--- src/rtl/regfile_ctrl.sv ---
// Register-file write-back controller: scoreboard of in-flight destinations,
// round-robin arbitration between ALU and load-unit writebacks, registered write port.
module regfile_ctrl (
   input  logic        clk_i,
   input  logic        rst_i,
   input  logic        iss_valid_i,
   input  logic [4:0]  iss_waddr_i,
   input  logic [4:0]  iss_rs_i,
   input  logic [4:0]  iss_rt_i,
   output logic        hazard_o,
   input  logic        wb0_valid_i,
   input  logic [4:0]  wb0_addr_i,
   input  logic [31:0] wb0_data_i,
   output logic        wb0_ready_o,
   input  logic        wb1_valid_i,
   input  logic [4:0]  wb1_addr_i,
   input  logic [31:0] wb1_data_i,
   output logic        wb1_ready_o,
   output logic        w_en_o,
   output logic [4:0]  waddr_o,
   output logic [31:0] data_in_o,
   output logic [31:0] pending_o
);

   logic [31:0] pending_q, pending_d;
   logic        last_grant_q, last_grant_d;
   logic        w_en_q, w_en_d;
   logic [4:0]  waddr_q, waddr_d;
   logic [31:0] data_q, data_d;

   logic        hazard;
   logic        dispatch_set;
   logic        gnt0, gnt1, any_gnt;
   logic [4:0]  acc_addr;
   logic [31:0] acc_data;

   // Read-after-write on either source, or write-after-write on the destination.
   assign hazard       = pending_q[iss_rs_i] | pending_q[iss_rt_i] |
                         (pending_q[iss_waddr_i] & iss_valid_i);
   assign dispatch_set = iss_valid_i & ~hazard & (iss_waddr_i != 5'd0);

   // last_grant_q = 1 means wb1 won most recently, so wb0 wins the next contention.
   assign gnt0    = wb0_valid_i & (~wb1_valid_i | last_grant_q);
   assign gnt1    = wb1_valid_i & (~wb0_valid_i | ~last_grant_q);
   assign any_gnt = gnt0 | gnt1;

   assign acc_addr = gnt1 ? wb1_addr_i : wb0_addr_i;
   assign acc_data = gnt1 ? wb1_data_i : wb0_data_i;

   always_comb begin
      last_grant_d = last_grant_q;
      w_en_d       = 1'b0;
      waddr_d      = waddr_q;
      data_d       = data_q;
      if (any_gnt) begin
         last_grant_d = gnt1;
         // A consumed request to r0 produces no write and leaves the port values alone.
         if (acc_addr != 5'd0) begin
            w_en_d  = 1'b1;
            waddr_d = acc_addr;
            data_d  = acc_data;
         end
      end
   end

   // Set wins over clear so a re-dispatch in the commit cycle stays tracked.
   assign pending_d[0] = 1'b0;
   generate
      for (genvar gi = 1; gi < 32; gi++) begin : g_pending
         logic set_bit, clr_bit;
         assign set_bit       = dispatch_set && (iss_waddr_i == 5'(gi));
         assign clr_bit       = w_en_q && (waddr_q == 5'(gi));
         assign pending_d[gi] = set_bit | (pending_q[gi] & ~clr_bit);
      end
   endgenerate

   always_ff @(posedge clk_i or posedge rst_i) begin
      if (rst_i) begin
         pending_q    <= '0;
         last_grant_q <= 1'b1;
         w_en_q       <= 1'b0;
         waddr_q      <= '0;
         data_q       <= '0;
      end else begin
         pending_q    <= pending_d;
         last_grant_q <= last_grant_d;
         w_en_q       <= w_en_d;
         waddr_q      <= waddr_d;
         data_q       <= data_d;
      end
   end

   assign hazard_o    = hazard;
   assign wb0_ready_o = gnt0 & ~rst_i;
   assign wb1_ready_o = gnt1 & ~rst_i;
   assign w_en_o      = w_en_q;
   assign waddr_o     = waddr_q;
   assign data_in_o   = data_q;
   assign pending_o   = pending_q;

endmodule

--- config.mk ---
export PLATFORM = sky130hd
export DESIGN_NAME = regfile_ctrl
export DESIGN_NICKNAME = d
export VERILOG_FILES = /design/src/rtl/regfile_ctrl.sv
export SDC_FILE = /design/constraint.sdc
export NUM_CORES = 1
export LEC_CHECK = 0
export ABC_AREA = 1
export CAP_MARGIN = 15
export CORE_ASPECT_RATIO = 0.75
export CORE_UTILIZATION = 41
export DETAILED_ROUTE_END_ITERATION = 16
export GPL_TIMING_DRIVEN = 0
export HOLD_SLACK_MARGIN = 0.08
export PLACE_DENSITY_LB_ADDON = 0.25
export SLEW_MARGIN = 20
export SYNTH_ARGS = -nofsm -noshare
export SYNTH_HDL_FRONTEND = slang
export SYNTH_SLANG_ARGS = --single-unit
--- constraint.sdc ---
create_clock -name clk_i -period 2.15 [get_ports clk_i]
set_clock_uncertainty 0.1 [all_clocks]
set_input_delay 0.3225 -clock clk_i [delete_from_list [all_inputs] [get_ports clk_i]]
set_output_delay 0.3225 -clock clk_i [all_outputs]
set_load 0.005 [all_outputs]
# Word-level counts from Yosys, hierarchy flattened
# Cells that the tools add are included.
# word_totals
inputBits,94
register_bits,70
wordCells,255
# op_classes
bitwise_logic,110
order_cmp,3
reduce_logical,65
muxes,10
eq_ne,62
# ops
cell,count
"equality test 5 bit, second input constant",32
"equality test 5 x 4 -> 1 bit, second input constant",16
logical AND 1 bit,62
"equality test 5 x 3 -> 1 bit, second input constant",8
AND 1 bit,38
NOT 1 bit,36
bitwise OR 1 bit,36
two-way mux 32 bit,1
"equality test 5 x 2 -> 1 bit, second input constant",4
"less-than comparator 5 x 6 -> 1 bit, second input constant",3
binary-select mux 1 bit (select 5 bit),3
"equality test 5 x 1 -> 1 bit, second input constant",2
nonzero test 5 bit,2
two-way mux 1 bit,5
two-way mux 5 bit,1
AND reduction 2 bit,1

# Logic depth before layout (Yosys ltp)
# Gate-level depths: netlist (run 1).
# logic_depth
ltp_word,9
mapped_depth,13
depth_no_buf,12

# Worst setup path before layout (run 1)
# No wires, ideal clock.
# synth_path
path_type,input to output
start,input iss_rt_i[0]
end,output hazard_o
path_slack_ns,0.258
path_stages,11
required_time_ns,1.727
n_path_buf,3
t_arrival_ns,1.470
path_cell_list,buf_4 -> buf_2 -> nand2_1 -> nand3_1 -> nand3_1 -> nand3_1 -> nand3b_1 -> nand2_1 -> nor2_1 -> buf_4 -> nand2_1
# synth_via
elab_chain_len,4
# synth_lines
element,line_no,source
"start, declared",9,"input logic [4:0] iss_rt_i,"
binary-select mux 1 bit (select 5 bit),38,assign hazard = pending_q[iss_rs_i] | pending_q[iss_rt_i] |
two-way mux 1 bit (not written as such),38,
bitwise OR 1 bit (2 in series),38,
"end, declared",10,"output logic hazard_o,"
# Every way passes these cells. The select of a mux whose other input is x is not followed.

# Final worst setup path (run 1)
# layout_path
start,"register pending_q[21], in the netlist pending_o[21]"
end,output hazard_o
# layout_via
elab_chain_len,4
elab_cells_between_ends,9
cone_classes,mux (6); bitwise (3)
# layout_lines
element,line_no,source
"start, declared",25,"logic [31:0] pending_q, pending_d;"
"start signal, assigned",85,pending_q <= pending_d;
binary-select mux 1 bit (select 5 bit) (on tied branches),"38, 39",
two-way mux 1 bit (on tied branches),"38, 39",
bitwise OR 1 bit or AND 1 bit (tied branches),"38, 39",
bitwise OR 1 bit *,38,
# Mark *: on every way between the ends. The rest lies on a longest branch, timed or not. The select of a mux whose other input is x is not followed.

==> flow_metrics.py, run 1 <==
metrics = {
    "run_status": {
        "outcome": "complete, but fails checks",
        "violations": "negative setup slack",
    },
    "worst_setup_path": {
        "crit_start": "pending_o[21]",
        "worstPathRequired_ns": 1.73,
        "crit_chain": "buf_4, nand2_1, nand3_1, nand3_1, nand3_2, nand3_2, nand2_2, nor2_4, nand2_1, buf_2",
        "crit_fanout": 4,
        "r2r-end": "pending_o[7]",
        "crit_arrival_ns": 1.78,
        "cp.depth": 10,
        "slowest_stage": "dfrtp_2",
        "cp-start-kind": "flop",
        "path_class": "reg2out",
        "crit_buf_inv": 2,
        "reg2reg_from": "pending_o[21]",
        "r2r_setup_slack_ns": 0.09,
        "crit_family": "simple AND/OR/NAND/NOR gates",
        "worstSetupEndpointType": "output pin",
        "endpoint": "hazard_o",
        "rr_worst_depth": 13,
        "crit_path_max_incr_delay_ns": 0.45,
    },
    "clock_tree": {
        "cts_inserted_buffers": 9,
        "htree_levels": 3,
        "clock_path_buffers": 2,
        "cts_hold_buf": 0,
        "clk_latency_ns": 0.34,
        "path_clk_slew_ns": 0.06,
        "clkSinkCount": 70,
        "cts_tree": "built",
        "clock-root-buffer": "clkbuf_16",
    },
    "timing": {
        "layout_setup_ws_ns": -0.0513,
        "drv_slew": 0,
        "setup_viol": 1,
        "hold_viol_final": 0,
        "tightest_slew_ns": 0.543,
        "min_period_over_period": 1.02,
        "slew_headroom": 0.638,
        "rsz0062_at_grt": "yes",
        "hold_slack_ns": 0.248,
        "min_period_ns": 2.20,
        "clock.fmax_ghz": 0.454,
    },
    "routing": {
        "vias": 5826,
        "drt-wirelength-per-cell_microns": 18.4,
        "avgViaCountPerCell": 5.61,
        "drc": 0,
        "drt_wl_total_microns": 19100,
        "initialDrtViolationCount": 607,
        "drt-pass1-iter-count": 5,
        "antenna_left": 0,
    },
    "synthesis": {
        "avgSynthCellArea_sq_um": 6.73,
        "ys_seq_area_frac": 0.379,
        "synth_top_area_frac": 0.373,
        "netlist_area_sq_um": 4630,
        "ys_types": 27,
        "synth-seq-cells": 70,
        "ys_top_cells_by_area": "dfrtp_1 (37%), nand2_1 (17%), nand3_1 (9.4%)",
        "syn_nets": 782,
        "yosysWarningCount": 0,
        "syn_inst": 688,
        "yosysTopAreaCell": "dfrtp_1",
    },
    "grt": {
        "antenna_found_initial": 0,
        "grt_start_max_net_pins": 32,
        "grt_pass1_vias": 5617,
        "grt_use_total": 0.334,
        "grt_first_pass_wirelength_microns": 30000,
        "grt_overflow": 0,
    },
    "floorplanning": {
        "core_area_sq_um": 10900,
        "rows": 33,
        "initial_core_util": 0.423,
        "die_w_microns": 125,
        "dieArea_sq_um": 11700,
        "die_h_microns": 94.0,
        "ios": 167,
    },
    "cells_and_area": {
        "nets": 988,
        "fin_cells": 1039,
        "synthToLayoutAreaGrowth_pct": 57.2,
        "final_common_cell": "nand2_1",
        "drive_gt1_frac": 0.172,
        "post-route-cell-area_sq_um": 7270,
        "final_util": 0.665,
        "final_cell_mix": "nand2_1 (204), clkdlybuf4s50_1 (149), nand3_1 (80)",
        "diodes": 0,
    },
    "placement": {
        "globalplace.congestion": 0.962,
        "dpl_cell_area_sq_um": 6450,
        "hpwl_microns": 13900,
        "dp_cells": 990,
        "port_buffers": 160,
    },
    "power": {
        "ir_drop_uv": 511,
        "p_leak_nw": 3.27,
        "pwr_density_cell_nw_per_um2": 1040,
    },
    "run": {
        "cap_viol_max_count": 0,
    },
    "worst_hold_path": {
        "holdCritPathClass": "in2reg",
    },
}
## tightest hold or removal path, stage by stage
cell	delay [ns]
buf_4	0.16
nand3_1	0.09
a31oi_1	0.07
## sequential cells by signal (all words and copies together) (netlist names)
name / cells
waddr_o: 5
last_grant_q: 1
data_in_o: 32
pending_o: 31
w_en_o: 1
## logic make-up (layout without fill, tap and decap cells)
kind of cell / count (synthesis) / count (layout) / share of synthesized area
AOI/OAI and AO/OA: 87 / 87 / 0.117
buffers and inverters: 100 / 311 / 0.101
DFF: 70 / 70 / 0.379
muxes: 2 / 2 / 0.00433
other: 1 / 1 / 0.000810
and+or+nand+nor: 428 / 428 / 0.398
## layer usage
| layer | up-vias | part of all wire | track usage | wire (microns) |
|---|---|---|---|---|
| li1 | 2689 | - | - | - |
| met1 | 2785 | 0.43 | 0.457 | 8280 |
| met2 | 307 | 0.45 | 0.517 | 8620 |
| met3 | 45 | 0.091 | 0.0718 | 1750 |
| met4 | 0 | 0.026 | 0.131 | 491 |
| met5 | - | 0 | 0 | 0 |
## cell type report
class / instances / area (sq um)
Inverter: 58 / 228
Clock inverter: 5 / 129
Tap cell: 140 / 175
Multi-Input combinational cell: 518 / 2540
Buffer: 40 / 267
Fill cell: 907 / 3670
Sequential cell: 70 / 1780
Timing Repair Buffer: 197 / 1920
Clock buffer: 11 / 243
## cell usage after synthesis (all sizes together)
master and count:
nand4 32, clkinv 1, conb 1, nor3 16
clkbuf 14, mux2i 2, o21ai 49, a21oi 5
nand3b 1, nand3 88, nand2 217, dfrtp 69
nor2 74, o21a 1, a31oi 32, dfstp 1
inv 57, buf 28
## power by group
group,internal (W),switching [W]
clock network,0.00129,0.000588
registers,0.00178,0.000730
logic,0.00171,0.00147
total,0.00478,0.00279
## timing repair
action / in CTS / in global routing
buffers inserted: 25 / 10
setup endpoints to repair: 37 / 26
gates resized for setup: 76 / 39
pin swaps: 12 / 15
cloned: 0 / 0
## worst min path at each step
| stage | cells after the start | to | startpoint | slack, ns |
|---|---|---|---|---|
| 2_1_floorplan | 2 | data_in_o[28] | wb0_data_i[28] | 0.38 |
| 3_3_place_gp | 2 | data_in_o[28] | data_in_o[28] | 0.43 |
| 3_5_place_dp | 2 | data_in_o[5] | data_in_o[5] | 0.44 |
| 4_1_cts | 3 | data_in_o[29] | wb1_valid_i | 0.24 |
| 5_1_grt | 3 | data_in_o[29] | wb1_valid_i | 0.26 |
| 6_report | 3 | data_in_o[29] | wb1_valid_i | 0.25 |
## metrics by stage
| step | TNS (ns) | setup slack, ns | total power, W |
|---|---|---|---|
| 6_report | -0.0513 | -0.0513 | 0.00757 |
| 5_1_grt | -0.139 | -0.137 | 0.00796 |
| 4_1_cts | -0.0938 | -0.0938 | 0.00731 |
| 3_5_place_dp | -29.09 | -1.19 | 0.00511 |
| 3_3_place_gp | -27.35 | -1.19 | 0.00504 |
| 2_1_floorplan | 0 | 0.258 | 0.00336 |
No activity file was read; power rests on OpenSTA's default activity.
==> run 2, diff against run 1 <==
--- a/config.mk
+++ b/config.mk
@@ -8,7 +8,7 @@
 export ABC_AREA = 1
 export CAP_MARGIN = 15
 export CORE_ASPECT_RATIO = 0.75
-export CORE_UTILIZATION = 41
+export CORE_UTILIZATION = 49
 export DETAILED_ROUTE_END_ITERATION = 16
 export GPL_TIMING_DRIVEN = 0
 export HOLD_SLACK_MARGIN = 0.08
==> constraint.sdc (replaced) <==
create_clock -name clk_i -period 2.65 [get_ports clk_i]
set_clock_uncertainty 0.1 [all_clocks]
set_input_delay 0.3975 -clock clk_i [delete_from_list [all_inputs] [get_ports clk_i]]
set_output_delay 0.3975 -clock clk_i [all_outputs]
set_load 0.005 [all_outputs]
==> flow_metrics.py, run 2 (synthesis gave the netlist of run 1 again) <==
metrics = {
    "power": {
        "swShare": 0.385,
        "comb_power_share": 0.403,
        "power_switching_w": 0.00209,
        "pwr_density_cell_nw_per_um2": 789,
        "ir_drop_uv": 501,
        "p_leak_nw": 3.12,
        "clkPwrFrac": 0.230,
        "fin_total_pwr_w": 0.00542,
        "seqPwrFrac": 0.366,
        "p_int_w": 0.00333,
    },
    "routing": {
        "drt-wirelength-per-cell_microns": 17.2,
        "avgViaCountPerCell": 5.67,
        "vias": 5673,
        "drt-pass1-iter-count": 6,
        "wl_met2_microns": 7670,
        "drc": 0,
        "antenna_left": 0,
        "met1_length_microns": 7260,
        "drt_wl_total_microns": 17200,
        "top_layer": "met4",
        "initialDrtViolationCount": 700,
        "met3WireLength_microns": 1800,
    },
    "worst_setup_path": {
        "r2r_setup_slack_ns": 0.33,
        "slowest_stage": "clkdlybuf4s50_1",
        "path_common_cell": "nand2_1",
        "crit_fanout": 5,
        "cp-start-kind": "input port",
        "r2r-end": "data_in_o[24]",
        "path_class": "in2out",
        "worstSetupEndpointType": "output pin",
        "crit_path_max_incr_delay_ns": 0.52,
        "reg2reg_from": "last_grant_q",
        "crit_arrival_ns": 2.08,
        "crit_chain": "clkdlybuf4s50_1, inv_1, nand3_1, nand2_1, nand2_1, nand3_1, nand2_1, nor2_4, buf_6, nand2_1, dlygate4sd2_1",
        "crit_start": "iss_rs_i[2]",
        "rr_worst_depth": 10,
        "worstPathRequired_ns": 2.15,
    },
    "placement": {
        "port_buffers": 160,
        "hpwl_microns": 13000,
        "globalplace.congestion": 0.893,
    },
    "floorplanning": {
        "ios": 167,
        "dieArea_sq_um": 9840,
        "rows": 30,
        "core_area_sq_um": 9120,
        "die_h_microns": 86.2,
        "initial_core_util": 0.507,
        "die_w_microns": 114,
    },
    "timing": {
        "min_period_over_period": 0.972,
        "min_period_ns": 2.58,
        "clock.fmax_ghz": 0.388,
        "slew_headroom": 0.630,
        "hold_viol_final": 0,
        "tightest_slew_ns": 0.555,
        "setup_viol": 0,
        "tns_ns": 0,
        "drv_slew": 0,
    },
    "clock_tree": {
        "clk_latency_ns": 0.34,
        "path_clk_slew_ns": 0.05,
        "cts_tree": "built",
        "cts_hold_buf": 0,
        "cts_inserted_buffers": 9,
        "clock_path_buffers": 2,
        "clock-root-buffer": "clkbuf_16",
        "clkSinkCount": 70,
        "htree_levels": 3,
    },
    "worst_hold_path": {
        "min_to": "data_in_o[28]",
        "min_from": "wb1_valid_i",
        "min_delay_path_depth": 3,
        "holdCritPathClass": "in2reg",
    },
    "grt": {
        "grt_overflow": 0,
        "grt_pass1_vias": 5356,
        "antenna_found_initial": 0,
        "grt_start_max_net_pins": 42,
        "grt_use_total": 0.355,
        "grt_first_pass_wirelength_microns": 26800,
    },
    "run_status": {
        "outcome": "finished clean",
    },
    "run": {
        "cap_viol_max_count": 0,
    },
    "cells_and_area": {
        "diodes": 0,
        "largest_reg_flops": 32,
        "final_common_cell": "nand2_1",
        "nets": 962,
        "drive_gt1_frac": 0.0985,
        "final_cell_mix": "nand2_1 (209), clkdlybuf4s50_1 (154), nand3_1 (87)",
        "synthToLayoutAreaGrowth_pct": 48.4,
    },
}
[run 2: cell count changes in the layout (fill, tap and decap cells not counted), moves of 4 or more]
cell             change
o21ai_0              +5
o21ai_1              -5
dlygate4sd2_1        -4
clkdlybuf4s50_1      +5
nand3_2              -7
inv_2                -7
inv_1                +9
nand2_1              +5
nand3_1              +7
dfrtp_2             -19
buf_4               -18
buf_6                -5
dfrtp_1             +19
[run 2: area by class of cell]
cell class	count	area, sq um
tap	128	160
multi-input combinational	518	2460
inverter	58	220
clock inverter	6	68.8
buffer	40	254
timing repair buffer	171	1710
sequential	70	1750
clock buffer	10	239
fill	701	2250
[run 2: power by group through the flow]
stage / sequential, W / clock (W) / combinational (W)
floorplan: 0.00176 / 0 / 0.000971
global placement: 0.00195 / 0 / 0.00204
detailed placement: 0.00196 / 0 / 0.00210
CTS: 0.00194 / 0.00125 / 0.00215
global route: 0.00201 / 0.00129 / 0.00241
finish: 0.00198 / 0.00125 / 0.00219
[run 2: worst max path at each step]
stage,end,cells past startpoint
after floorplan,data_in_o[0],1
after global placement,data_in_o[19],2
after detailed placement,hazard_o,12
after CTS,hazard_o,10
after global routing,hazard_o,12
final,hazard_o,11
[run 2: what timing repair did]
item,4_1_cts,5_1_grt
pin swaps,2,2
resized for setup,31,5
buffers inserted,5,4
gates cloned,1,0
endpoints found under the setup margin,2,1
[run 2: layer usage]
metal  global-route usage  vias up
met3               0.0876       47
li1                     -     2645
met1                0.471     2637
met4                0.113        0
met5                    0        -
met2                0.570      344
[run 2: metrics by stage]
step / cell area [sq um] / setup slack (ns) / hold WS, ns / cells / utilization
after detailed placement: 6410 / -0.699 / 0.437 / 977 / 0.703
after CTS: 6840 / 0.0152 / 0.319 / 998 / 0.749
after global routing: 6870 / -0.0267 / 0.329 / 1001 / 0.753
after global placement: 6390 / -0.776 / 0.414 / 976 / 0.701
final: 6870 / 0.0737 / 0.318 / 1001 / 0.753
after floorplan: 4630 / 0.386 / 0.417 / 688 / -
[run 2: worst max-delay path, delay by kind of cell]
| kind | cells | cell delay [ns] |
|---|---|---|
| and+or+nand+nor | 7 | 0.58 |
| buffers and inverters | 4 | 1.09 |
==> run 3, diff against run 2 <==
--- a/config.mk
+++ b/config.mk
@@ -13,7 +13,7 @@
 export GPL_TIMING_DRIVEN = 0
 export HOLD_SLACK_MARGIN = 0.08
 export PLACE_DENSITY_LB_ADDON = 0.25
-export SLEW_MARGIN = 20
+export SLEW_MARGIN = 10
 export SYNTH_ARGS = -nofsm -noshare
 export SYNTH_HDL_FRONTEND = slang
 export SYNTH_SLANG_ARGS = --single-unit
==> flow_metrics.py, run 3 (synthesis gave the netlist of run 1 again) <==
metrics = {
    "run_status": {
        "outcome": "finished clean",
    },
    "routing": {
        "initialDrtViolationCount": 771,
        "vias": 5762,
        "drt_wl_total_microns": 17500,
        "drc": 0,
        "drt-wirelength-per-cell_microns": 17.5,
        "antenna_left": 0,
        "drt-pass1-iter-count": 7,
        "avgViaCountPerCell": 5.77,
    },
    "cells_and_area": {
        "synthToLayoutAreaGrowth_pct": 48.6,
        "drive_gt1_frac": 0.0943,
        "fin_cells": 998,
        "largest_reg_flops": 32,
        "nets": 959,
        "fillers": 692,
        "diodes": 0,
        "final_common_cell": "nand2_1",
        "final_cell_mix": "nand2_1 (209), clkdlybuf4s50_1 (153), nand3_1 (87)",
    },
    "worst_setup_path": {
        "crit_path_max_incr_delay_ns": 0.53,
        "crit_fanout": 5,
        "path_common_cell": "nand2_1",
        "path_class": "in2out",
        "crit_arrival_ns": 2.04,
        "cp.depth": 11,
        "crit_chain": "clkdlybuf4s50_1, inv_2, nand3_1, nand2_1, nand2_1, nand3_1, nand2_1, nor2_4, buf_6, nand2_1, dlygate4sd2_1",
        "slowest_stage": "clkdlybuf4s50_1",
        "rr_worst_depth": 10,
        "crit_family": "buffers and inverters",
        "worstSetupEndpointType": "output pin",
        "crit_buf_inv": 4,
        "worstPathRequired_ns": 2.15,
        "cp-start-kind": "input port",
    },
    "run": {
        "cap_viol_max_count": 0,
    },
    "grt": {
        "grt_start_max_net_pins": 68,
        "grt_first_pass_wirelength_microns": 27200,
        "grt_overflow": 0,
        "grt_use_total": 0.361,
        "grt_pass1_vias": 5360,
        "antenna_found_initial": 0,
    },
    "timing": {
        "setup_viol": 0,
        "min_period_over_period": 0.957,
        "hold_slack_ns": 0.220,
        "clock.fmax_ghz": 0.394,
        "tightest_slew_ns": 0.537,
        "hold_viol_final": 0,
        "drv_slew": 0,
        "min_period_ns": 2.54,
        "slew_headroom": 0.642,
    },
    "floorplanning": {
        "core_area_sq_um": 9120,
        "dieArea_sq_um": 9840,
        "initial_core_util": 0.507,
        "ios": 167,
        "rows": 30,
        "die_h_microns": 86.2,
        "die_w_microns": 114,
    },
    "clock_tree": {
        "clkSinkCount": 70,
        "clk_latency_ns": 0.34,
        "htree_levels": 3,
        "clock-root-buffer": "clkbuf_16",
        "cts_inserted_buffers": 9,
        "path_clk_slew_ns": 0.07,
        "cts_tree": "built",
        "clock_path_buffers": 2,
    },
    "power": {
        "ir_drop_uv": 496,
        "swShare": 0.382,
        "p_int_w": 0.00340,
        "power_switching_w": 0.00210,
        "clkPwrFrac": 0.239,
        "comb_power_share": 0.398,
        "p_leak_nw": 3.11,
        "seqPwrFrac": 0.363,
        "pwr_density_cell_nw_per_um2": 799,
    },
    "placement": {
        "dp_cells": 977,
        "globalplace.congestion": 0.893,
        "port_buffers": 160,
        "hpwl_microns": 13000,
    },
    "worst_hold_path": {
        "holdCritPathClass": "in2async",
    },
}
run 3: area by class of cell:
type                            count  area (sq um)  share of cell area
Multi-Input combinational cell    518          2470               0.359
Sequential cell                    70          1750               0.255
Tap cell                          128           160              0.0233
Timing Repair Buffer              168          1690               0.246
Buffer                             40           258              0.0375
Clock inverter                      6          93.8              0.0136
Inverter                           58           220              0.0320
Clock buffer                       10           229              0.0333
run 3: worst paths after layout:
kind,from,to,slack [ns]
setup / recovery,iss_rs_i[2],hazard_o,0.11
hold / removal,rst_i,data_in_o[5],0.22
setup reg to reg,last_grant_q,data_in_o[25],0.32
hold reg to reg,data_in_o[2],data_in_o[2],0.45
max in group asynchronous,rst_i,data_in_o[22],1.68
min in group clk_i,wb1_valid_i,data_in_o[28],0.32
run 3: what timing repair did:
action,CTS,global route
setup buffers,4,2
pin swaps,1,2
gates resized for setup,31,8
cloned,1,0
hold buffers,0,0
setup endpoints to repair,2,1
run 3: metrics by stage:
| step | power (W) | util | setup WS [ns] | instance area [sq um] | setup TNS, ns |
|---|---|---|---|---|---|
| finish | 0.00550 | 0.754 | 0.114 | 6880 | 0 |
| floorplan | 0.00273 | - | 0.386 | 4630 | 0 |
| global route | 0.00578 | 0.754 | -0.0106 | 6880 | -0.0106 |
| global placement | 0.00399 | 0.701 | -0.776 | 6390 | -54.12 |
| CTS | 0.00542 | 0.751 | -0.00635 | 6850 | -0.00635 |
| detailed placement | 0.00406 | 0.704 | -0.691 | 6420 | -1.55 |
run 3: worst reg2reg max path, cell delays in order (launching register included):
cell	delay [ns]
dfstp_2	0.56
nand2_4	0.09
nand2_2	0.13
buf_6	0.21
mux2i_1	0.28
nand3_1	0.13
nand2_2	0.18
inv_2	0.09
buf_6	0.15
buf_6	0.16
a31oi_2	0.16
run 3: metal layers:
metal	vias up	track usage	routed length, microns
li1	2634	-	-
met1	2699	0.494	7250
met2	381	0.575	7920
met3	48	0.0714	1850
met4	0	0.122	440
met5	-	0	0
run 3: power by group through the flow:
stage	clock (W)	sequential, W	combinational (W)
final	0.00131	0.00200	0.00219
after global routing	0.00136	0.00202	0.00240
after CTS	0.00132	0.00195	0.00215
after detailed placement	0	0.00196	0.00210
after global placement	0	0.00195	0.00204
after floorplan	0	0.00176	0.000971
